[src/rtl/alu_mul_sequencer_pkg.sv]
// Shared constants for the multi-cycle multiply sequencer: ALU opcodes,
// sequencer state encoding and datapath width.
package alu_mul_sequencer_pkg;

  localparam int unsigned DATA_W = 16;

  typedef logic [DATA_W-1:0] word_t;

  localparam logic [5:0] ALU_ADD = 6'b010000;
  localparam logic [5:0] ALU_SUB = 6'b010001;
  localparam logic [5:0] ALU_AND = 6'b010010;
  localparam logic [5:0] ALU_OR  = 6'b010011;
  localparam logic [5:0] ALU_XOR = 6'b010101;
  localparam logic [5:0] ALU_SLL = 6'b110000;
  localparam logic [5:0] ALU_SRL = 6'b110001;
  localparam logic [5:0] ALU_SLT = 6'b110011;
  localparam logic [5:0] ALU_MUL = 6'b010110;

  typedef enum logic [2:0] {
    S_IDLE,
    S_ABS_A,
    S_ABS_B,
    S_ITER,
    S_SHIFT,
    S_FIX,
    S_DONE
  } seq_state_e;

endpackage

[src/rtl/alu_mul_sequencer_if.sv]
// Request/response and shared-ALU signals of the multiply sequencer.
// slave: the sequencer; master: the execute stage (requester plus ALU).
interface alu_mul_sequencer_if;
  import alu_mul_sequencer_pkg::*;

  logic       start;
  word_t      op_a;
  word_t      op_b;
  logic       busy;
  logic       done;
  word_t      product;
  word_t      alu_a;
  word_t      alu_b;
  logic [5:0] alu_control;
  word_t      alu_result;

  modport slave (
    input  start, op_a, op_b, alu_result,
    output busy, done, product, alu_a, alu_b, alu_control
  );

  modport master (
    output start, op_a, op_b, alu_result,
    input  busy, done, product, alu_a, alu_b, alu_control
  );

endinterface

[src/rtl/alu_mul_sequencer.sv]
// Signed 16-bit shift-add multiplier that time-shares the execute-stage ALU.
// Optional macro ALU_MUL_EARLY_EXIT_EN ends iteration once the multiplier is exhausted.
module alu_mul_sequencer
  import alu_mul_sequencer_pkg::*;
#(
  parameter int unsigned ITER = 16
) (
  input logic                 clk,
  input logic                 reset,
  alu_mul_sequencer_if.slave  bus
);

  localparam int unsigned CNT_W = $clog2(ITER + 1);
  localparam logic [CNT_W-1:0] CNT_LAST = CNT_W'(ITER - 1);

  seq_state_e       state_q, state_d;
  word_t            a_q, a_d;
  word_t            b_q, b_d;
  logic             neg_q, neg_d;
  word_t            acc_q, acc_d;
  word_t            mplier_q, mplier_d;
  word_t            mcand_q, mcand_d;
  logic [CNT_W-1:0] count_q, count_d;
  word_t            product_q, product_d;

  word_t            alu_a, alu_b;
  logic [5:0]       alu_ctl;
  logic             busy, done;
  logic             last_iter;

  always_ff @(posedge clk or posedge reset) begin
    if (reset) begin
      state_q   <= S_IDLE;
      a_q       <= '0;
      b_q       <= '0;
      neg_q     <= 1'b0;
      acc_q     <= '0;
      mplier_q  <= '0;
      mcand_q   <= '0;
      count_q   <= '0;
      product_q <= '0;
    end else begin
      state_q   <= state_d;
      a_q       <= a_d;
      b_q       <= b_d;
      neg_q     <= neg_d;
      acc_q     <= acc_d;
      mplier_q  <= mplier_d;
      mcand_q   <= mcand_d;
      count_q   <= count_d;
      product_q <= product_d;
    end
  end

  always_comb begin
    state_d   = state_q;
    a_d       = a_q;
    b_d       = b_q;
    neg_d     = neg_q;
    acc_d     = acc_q;
    mplier_d  = mplier_q;
    mcand_d   = mcand_q;
    count_d   = count_q;
    product_d = product_q;
    alu_a     = '0;
    alu_b     = '0;
    alu_ctl   = ALU_ADD;
    busy      = 1'b0;
    done      = 1'b0;
    last_iter = 1'b0;

    case (state_q)
      S_IDLE: begin
        if (bus.start) begin
          a_d     = bus.op_a;
          b_d     = bus.op_b;
          neg_d   = bus.op_a[DATA_W-1] ^ bus.op_b[DATA_W-1];
          acc_d   = '0;
          count_d = '0;
          state_d = S_ABS_A;
        end
      end
      S_ABS_A: begin
        busy     = 1'b1;
        alu_ctl  = ALU_SUB;
        alu_b    = a_q;
        mplier_d = a_q[DATA_W-1] ? bus.alu_result : a_q;
        state_d  = S_ABS_B;
      end
      S_ABS_B: begin
        busy    = 1'b1;
        alu_ctl = ALU_SUB;
        alu_b   = b_q;
        mcand_d = b_q[DATA_W-1] ? bus.alu_result : b_q;
        state_d = S_ITER;
      end
      S_ITER: begin
        busy = 1'b1;
        // A zero bit still drives ADD 0+0 so the ALU sees a defined op every cycle.
        if (mplier_q[0]) begin
          alu_a = acc_q;
          alu_b = mcand_q;
          acc_d = bus.alu_result;
        end
        state_d = S_SHIFT;
      end
      S_SHIFT: begin
        busy      = 1'b1;
        alu_ctl   = ALU_SLL;
        alu_a     = mcand_q;
        alu_b     = word_t'(1);
        mcand_d   = bus.alu_result;
        mplier_d  = mplier_q >> 1;
        count_d   = count_q + CNT_W'(1);
`ifdef ALU_MUL_EARLY_EXIT_EN
        last_iter = (count_q == CNT_LAST) || (mplier_d == '0);
`else
        last_iter = (count_q == CNT_LAST);
`endif
        state_d   = last_iter ? S_FIX : S_ITER;
      end
      S_FIX: begin
        busy = 1'b1;
        if (neg_q) begin
          alu_ctl = ALU_SUB;
          alu_b   = acc_q;
          acc_d   = bus.alu_result;
        end
        // Capture the sign-corrected value so product is valid in the DONE cycle.
        product_d = acc_d;
        state_d   = S_DONE;
      end
      S_DONE: begin
        done    = 1'b1;
        state_d = S_IDLE;
      end
      default: state_d = S_IDLE;
    endcase
  end

  assign bus.busy        = busy;
  assign bus.done        = done;
  assign bus.product     = product_q;
  assign bus.alu_a       = alu_a;
  assign bus.alu_b       = alu_b;
  assign bus.alu_control = alu_ctl;

endmodule
[src/flat_wrapper.sv]
// flat-port wrapper written by rule: the top's interface ports become plain ports
module alu_mul_sequencer_flat import alu_mul_sequencer_pkg::*;
#(
  parameter int unsigned ITER = 16
)
  (clk, reset, bus_start, bus_op_a, bus_op_b, bus_alu_result, bus_busy, bus_done, bus_product, bus_alu_a, bus_alu_b, bus_alu_control);
  alu_mul_sequencer_if bus_i ();
  input logic clk;
  input logic reset;
  input wire logic [$bits(bus_i.start)-1:0] bus_start;
  input wire logic [$bits(bus_i.op_a)-1:0] bus_op_a;
  input wire logic [$bits(bus_i.op_b)-1:0] bus_op_b;
  input wire logic [$bits(bus_i.alu_result)-1:0] bus_alu_result;
  output wire logic [$bits(bus_i.busy)-1:0] bus_busy;
  output wire logic [$bits(bus_i.done)-1:0] bus_done;
  output wire logic [$bits(bus_i.product)-1:0] bus_product;
  output wire logic [$bits(bus_i.alu_a)-1:0] bus_alu_a;
  output wire logic [$bits(bus_i.alu_b)-1:0] bus_alu_b;
  output wire logic [$bits(bus_i.alu_control)-1:0] bus_alu_control;
  assign bus_i.start = bus_start;
  assign bus_i.op_a = bus_op_a;
  assign bus_i.op_b = bus_op_b;
  assign bus_i.alu_result = bus_alu_result;
  assign bus_busy = bus_i.busy;
  assign bus_done = bus_i.done;
  assign bus_product = bus_i.product;
  assign bus_alu_a = bus_i.alu_a;
  assign bus_alu_b = bus_i.alu_b;
  assign bus_alu_control = bus_i.alu_control;
  alu_mul_sequencer #(.ITER(ITER)) u_core (.clk(clk), .reset(reset), .bus(bus_i));
endmodule
[config.mk]
export PLATFORM = sky130hd
export DESIGN_NAME = alu_mul_sequencer_flat
export DESIGN_NICKNAME = d
export VERILOG_FILES = /design/src/rtl/alu_mul_sequencer_pkg.sv /design/src/rtl/alu_mul_sequencer_if.sv /design/src/rtl/alu_mul_sequencer.sv /design/src/flat_wrapper.sv
export SDC_FILE = /design/constraint.sdc
export NUM_CORES = 1
export LEC_CHECK = 0
export ABC_AREA = 1
export CAP_MARGIN = 40
export CORE_ASPECT_RATIO = 1.5
export CORE_UTILIZATION = 40
export CTS_CLUSTER_DIAMETER = 120
export CTS_CLUSTER_SIZE = 10
export DETAILED_ROUTE_END_ITERATION = 12
export GPL_TIMING_DRIVEN = 0
export PLACE_DENSITY = 0.73
export SLEW_MARGIN = 40
export SYNTH_ARGS = -nofsm -noshare
export SYNTH_HDL_FRONTEND = slang
export SYNTH_SLANG_ARGS = --single-unit
[constraint.sdc]
create_clock -name clk -period 4.2 [get_ports clk]
set_clock_uncertainty 0.2 [all_clocks]
set_input_delay 0.63 -clock clk [delete_from_list [all_inputs] [get_ports clk]]
set_output_delay 0.63 -clock clk [all_outputs]
set_load 0.03 [all_outputs]
==> run_results.csv, run 1 <==
group,metric,value,unit
status,status,"complete, no violations",
logic_synthesis,yosys.area_share.simple,0.352,
placed_design,io_buffers,102,
critical_path,crit_top_cell,"buf_2",
cells_and_area,final_cell_area,0.00719,mm2
logic_synthesis,synthCells,798,
placed_design,pre_cts_ws,987,ps
power_and_ir_drop,combPwrFrac,0.531,
floorplan,die_y,147,um
critical_path,crit_chain,"buf_2 > clkinv_1 > nor2_2 > buf_2 > nand2_1 > nand4_1 > clkdlybuf4s50_1",
power_and_ir_drop,power_leakage,0.00357,uW
critical_path,r2r_setup_slack,2200,ps
floorplan,start_util,0.415,
timing,setup_ws,533,ps
logic_synthesis,synthTopCellsByArea,"dfrtp_1 47%, nand2_1 26%, o21ai_0 6.4%, nand3_1 5.2%, inv_1 4.4%",
logic_synthesis,ys_ff_latch,105,
placed_design,dpl-instance-area,0.00690,mm2
routing,num_vias,5601,
floorplan,die_w,98.9,um
logic_synthesis,synth_top_area_frac,0.466,
routing,wl_per_cell,15.9,um
placed_design,post-dp-hpwl,13.7,mm
routing,postRouteAntennaNets,0,
cells_and_area,syn2layout_area_growth,27.6,%
clock_network,clock_tree.root_cell,"clkbuf_16",
grt,antenna_found_initial,0,
cells_and_area,n_antenna_cell,0,
critical_path,cpMaxStageDelayCell,"clkdlybuf4s50_1",
critical_path,crit_end,"bus_alu_b[2]",
timing,period_share,0.873,
floorplan,std_cell_rows,52,
clock_network,cts_hold_repair.buffers,0,
timing,maxClockFrequency,0.273,GHz
logic_synthesis,synthDistinctLibCells,27,
cells_and_area,mostFrequentLayoutCell,"nand2_1",
routing,totalWireLength,17.2,mm
grt,first_global_vias,5375,
logic_synthesis,synth-xor-area-share,0.00155,
grt,grtUsageMet1,0.293,
critical_path,r2r_start,"u_core.state_q[0]$_DFFE_PP0P_",
clock_network,clk_pin_slew,70,ps
clock_network,cts_resized,0,
flow_run,cap_violations,0,
critical_path,cp.depth,7,
critical_path,cp-start-kind,"flop",
clock_network,numCtsBuffers,9,
clock_network,clock_latency,350,ps
floorplan,die-area,0.0146,mm2
logic_synthesis,synth_top_family_by_area,"simple AND/OR/NAND/NOR gates",
critical_path,r2r_end,"u_core.mcand_q[10]$_DFFE_PP0P_",
clock_network,clockBufferDepth,2,
grt,globalRouteTotalUtil,0.247,
critical_path,critPathKind,"reg2out",
grt,gr-total-overflow,0,
critical_path,critPathMaxFanout,10,
timing,period_minus_slack,3670,ps
critical_path,worstPathArrival,2840,ps
logic_synthesis,ys.flop_type,"dfrtp_1",
grt,grt_pass1_wl,27.7,mm
power_and_ir_drop,power.internal,3000,uW
grt,met2_usage,0.429,
floorplan,core,0.0136,mm2
logic_synthesis,async_reset_ff_frac,1.00,
logic_synthesis,yosys.area.top_type,"dfrtp_1",
clock_network,cts_tree,"built",
floorplan,io_pins,107,
logic_synthesis,syn_area_per_cell,7.07,um2
power_and_ir_drop,seqPwrFrac,0.320,
critical_path,end_kind,"output pin",
cells_and_area,final_nets,967,
logic_synthesis,syn_area,0.00564,mm2
power_and_ir_drop,p_clk_frac,0.149,
timing,timing_hold_violations_final,0,
clock_network,htreeDepth,3,
timing,slew_viol_final,0,
timing,setup_violations,0,
routing,drc,0,
logic_synthesis,synth_fa_ha_area_frac,0.00444,
critical_path,critPathLaunch,"u_core.neg_q$_DFFE_PP0P_",
cells_and_area,drive_gt1_frac,0.0707,
routing,via_per_inst,5.18,
critical_path,path_buf_inv,4,
power_and_ir_drop,power.switching_fraction,0.471,
grt,grt_max_degree,68,
routing,drt_iter0_markers,511,
logic_synthesis,synth_mux_area_frac,0,
grt,met3_usage,0.0265,
critical_path,reg2reg_depth,9,
critical_path,required,3370,ps
critical_path,cp_slowest_stage_delay,700,ps
clock_network,clkSinkCount,105,
clock_network,post-cts-setup-buffers,0,
placed_design,finalWeightedCongestion,0.913,
power_and_ir_drop,ir_drop,0.294,mV
timing,rsz0062_at_grt,"false",
worst_hold_path,hold_path_class,"reg2reg",
cells_and_area,mostFrequentLayoutCells,"386 x nand2_1, 105 x dfrtp_1, 102 x clkdlybuf4s50_1",
power_and_ir_drop,power_per_cell_area,789,mW/mm2
logic_synthesis,synth-edff-count,0,
grt,grt.busiest_layer,"met2",
cells_and_area,fillers,1318,
power_and_ir_drop,p_switching,2670,uW
logic_synthesis,ys_warn_count,0,
logic_synthesis,synth-seq-area-share,0.466,
logic_synthesis,synth_compound_area_frac,0.0846,
routing,dr.pass1.iters,6,
critical_path,crit_family,"buffers and inverters",
power groups by stage:
stage / sequential, uW / clock (uW) / combinational, uW
2_1_floorplan: 1870 / 0 / 1860
3_3_place_gp: 1810 / 0 / 2940
3_5_place_dp: 1820 / 0 / 3000
4_1_cts: 1810 / 850 / 3010
5_1_grt: 1870 / 892 / 3310
6_report: 1810 / 847 / 3010
state kept, by name (all words and copies together), names as in the netlist:
signal              flops
u_core.mcand_q         16
u_core.state_q          3
u_core.acc_q           16
u_core.neg_q            1
u_core.a_q             16
u_core.mplier_q        16
u_core.count_q          5
u_core.bus.product     16
u_core.b_q             16
cells in the mapped netlist (3+ instances only):
master / count
nand4_1: 15
nand2_1: 386
buf_4: 6
o21ai_0: 72
nor2_2: 4
nor2_1: 10
nand2_2: 3
clkbuf_1: 8
inv_2: 5
buf_6: 3
nor3_1: 3
nand3_1: 59
buf_2: 25
inv_1: 66
dfrtp_1: 105
o211ai_1: 10
cell type report:
class                           instances  area (um2)  area share
Tap cell                              162         203      0.0282
Inverter                               73         282      0.0391
Clock buffer                           13         250      0.0348
Clock inverter                          3        40.0     0.00557
Multi-Input combinational cell        580        2510       0.349
Sequential cell                       105        2630       0.365
Buffer                                 42         234      0.0325
Timing Repair Buffer                  103        1050       0.146
cell families after synthesis:
group | Yosys count
AOI/OAI and AO/OA | 89
xor gates and xnor gates | 1
adders and majority gates | 2
buffers and inverters | 115
DFF | 105
other | 2
and+or+nand+nor | 484
how the worst min path moves through the flow:
stage,startpoint,slack (ps),end,cells after the start
global placement,u_core.mplier_q[13]$_DFFE_PP0P_,260,u_core.mplier_q[13]$_DFFE_PP0P_,2
floorplan,u_core.count_q[3]$_DFFE_PP0P_,250,u_core.count_q[3]$_DFFE_PP0P_,2
CTS,u_core.mcand_q[0]$_DFFE_PP0P_,290,u_core.mcand_q[0]$_DFFE_PP0P_,2
detailed placement,u_core.count_q[3]$_DFFE_PP0P_,270,u_core.count_q[3]$_DFFE_PP0P_,2
finish,u_core.bus.product[14]$_DFFE_PP0N_,280,u_core.bus.product[14]$_DFFE_PP0N_,2
global route,u_core.bus.product[3]$_DFFE_PP0N_,310,u_core.bus.product[3]$_DFFE_PP0N_,2
worst reg2reg max path, stage by stage (launching register included):
cell	delay [ps]
dfrtp_1	320
buf_2	190
nor2_4	70
nand2_1	230
nand2_2	210
inv_1	170
buf_2	260
nand2_1	90
nand3_1	90
nand2_1	60
per-layer routing:
metal	wire length, um	part of all wire	vias up
met2	8680	0.50	266
met1	6720	0.39	2552
met3	1050	0.061	53
met4	765	0.044	0
met5	0	0	-
li1	-	-	2730
metrics by stage:
stage	utilization	hold slack, ps	power (uW)	setup TNS [ps]	cells
2_1_floorplan	-	249	3730	0	800
3_3_place_gp	0.505	265	4750	-100390	1064
3_5_place_dp	0.508	268	4810	0	1065
4_1_cts	0.529	287	5660	0	1081
5_1_grt	0.529	307	6080	0	1081
6_report	0.529	281	5670	0	1081
(Power assumes the default switching activity.)
==> run 2, diff against run 1 <==
Settings changed: CORE_ASPECT_RATIO 1.5 to 0.5.
==> run 2 against run 1 <==
  * First-iteration DRC count grew 8.4%
  * Clock power grew 5.4%
  * Critical endpoint is now bus_alu_b[14]
  * Largest cell class unchanged
  * Via count grew 1.4%
  * Critical path type unchanged
  * Setup slack lost 25 ps
  * Routed wire length grew 13%
==> run_results.csv, run 2 (synthesized netlist as in run 1, its figures left out) <==
group,metric,value,unit
status,status,"complete, no violations",
floorplan,io_pins,107,
routing,via_per_inst,5.11,
routing,postRouteAntennaNets,0,
flow_run,cap_violations,0,
routing,wl_met2,7.81,mm
grt,globalRouteTotalUtil,0.279,
critical_path,path_buf_inv,4,
timing,setup_violations,0,
grt,first_global_vias,5204,
cells_and_area,syn2layout_area_growth,28.7,%
timing,period_share,0.879,
clock_network,cts_tree,"built",
critical_path,end_kind,"output pin",
critical_path,reg2reg_depth,8,
floorplan,start_util,0.413,
routing,drt_iter0_markers,554,
routing,routed-wl-met3,2.02,mm
clock_network,clock_latency,350,ps
critical_path,r2r_end,"u_core.mplier_q[0]$_DFFE_PP0P_",
cells_and_area,mostFrequentLayoutCell,"nand2_1",
timing,slew_viol_final,0,
clock_network,numCtsBuffers,9,
routing,dr.pass1.iters,8,
clock_network,cts_hold_repair.buffers,0,
routing,num_vias,5677,
worst_hold_path,min_to,"u_core.bus.product[8]$_DFFE_PP0N_",
grt,grt_max_degree,78,
routing,top_layer_used,"met4",
floorplan,die_y,86.0,um
worst_hold_path,hold_start,"u_core.bus.product[8]$_DFFE_PP0N_",
routing,wl_per_cell,17.6,um
placed_design,dpl-instance-area,0.00694,mm2
critical_path,crit_top_cell,"buf_2",
critical_path,crit_chain,"buf_2 > clkinv_1 > nor2_2 > buf_2 > nand2_1 > nand4_1 > clkdlybuf4s50_1",
power_and_ir_drop,power_per_cell_area,802,mW/mm2
cells_and_area,final_cell_area,0.00725,mm2
floorplan,core,0.0137,mm2
clock_network,htreeDepth,3,
placed_design,finalWeightedCongestion,0.961,
timing,period_minus_slack,3690,ps
cells_and_area,fillers,1350,
critical_path,cp.depth,7,
cells_and_area,mostFrequentLayoutCells,"386 x nand2_1, 105 x dfrtp_1, 102 x clkdlybuf4s50_1",
clock_network,post-cts-setup-buffers,0,
power_and_ir_drop,report.power.total,5820,uW
timing,slew_headroom,0.585,
routing,totalWireLength,19.5,mm
power_and_ir_drop,power_leakage,0.00358,uW
cells_and_area,drive_gt1_frac,0.0740,
grt,gr-total-overflow,0,
critical_path,critPathKind,"reg2out",
timing,rsz0062_at_grt,"false",
critical_path,cp_slowest_stage_delay,680,ps
critical_path,required,3370,ps
cells_and_area,final_nets,967,
clock_network,clockBufferDepth,2,
clock_network,clock_tree.root_cell,"clkbuf_16",
grt,antenna_found_initial,0,
placed_design,post-dp-hpwl,15.3,mm
floorplan,die_w,170,um
clock_network,clk_pin_slew,70,ps
critical_path,r2r_start,"u_core.state_q[0]$_DFFE_PP0P_",
timing,worstMarginPinSlew,622,ps
power_and_ir_drop,ir_drop,0.252,mV
worst_hold_path,hold_path_depth,2,
routing,drc,0,
critical_path,r2r_setup_slack,2100,ps
critical_path,cpMaxStageDelayCell,"clkdlybuf4s50_1",
timing,timing_hold_violations_final,0,
critical_path,crit_family,"buffers and inverters",
placed_design,io_buffers,102,
routing,drt-met1-wl,9.53,mm
grt,grt_pass1_wl,30.1,mm
critical_path,cp-start-kind,"flop",
critical_path,worstPathArrival,2860,ps
critical_path,critPathMaxFanout,10,
worst_hold_path,hold_path_class,"reg2reg",
timing,maxClockFrequency,0.271,GHz
floorplan,die-area,0.0146,mm2
floorplan,std_cell_rows,30,
clock_network,cts_resized,0,
clock_network,clkSinkCount,105,
cells_and_area,n_antenna_cell,0,
run 2: cell count changes in the layout (fill, tap and decap cells not counted):
cell,change
clkbuf_1,-3
clkinv_2,-2
clkinv_4,+2
clkinvlp_4,+1
inv_6,+2
run 2: per-stage QoR:
step,TNS (ps),hold WS (ps),std cells,util,worst slack (ps)
3_3_place_gp,-105670,265,1094,0.505,-1020
6_report,0,281,1111,0.531,508
2_1_floorplan,0,249,800,-,609
5_1_grt,0,293,1111,0.531,428
4_1_cts,0,287,1111,0.531,546
3_5_place_dp,0,269,1095,0.508,934
run 2: worst max-delay path by stage:
stage	start	endpoint	slack (ps)
after floorplan	reset	u_core.a_q[0]$_DFFE_PP0P_	610
after global placement	reset	u_core.acc_q[0]$_DFFE_PP0P_	-1020
after detailed placement	u_core.neg_q$_DFFE_PP0P_	bus_alu_b[14]	930
after CTS	u_core.neg_q$_DFFE_PP0P_	bus_alu_b[14]	550
after global routing	u_core.neg_q$_DFFE_PP0P_	bus_alu_b[14]	430
final	u_core.neg_q$_DFFE_PP0P_	bus_alu_b[14]	510
run 2: power by group:
group / switching, uW / total (uW) / internal [uW]
Combinational: 2020 / 3050 / 1040
Clock: 408 / 893 / 486
Sequential: 387 / 1870 / 1480
run 2: area by class of cell:
cell class | count | area [um2] | share of cell area
flip-flops and latches | 105 | 2630 | 0.362
multi-input cells | 580 | 2510 | 0.346
repair buffers | 103 | 1050 | 0.145
inverters | 73 | 282 | 0.0388
well taps | 192 | 240 | 0.0331
clock buffers | 10 | 239 | 0.0329
plain buffers | 42 | 234 | 0.0323
clock inverters | 6 | 72.6 | 0.0100
run 2: per-layer routing:
metal / vias up / global-route usage
met5: - / 0
met4: 0 / 0.0483
met3: 18 / 0.0637
met2: 262 / 0.384
met1: 2668 / 0.441
li1: 2729 / -
run 2: worst register-to-register path, stage by stage (launching register included):
cell	delay [ps]
dfrtp_1	360
buf_2	170
inv_1	80
nand2_1	60
nor2_2	390
buf_2	410
nand2_1	120
nand3_1	90
o21ai_0	80
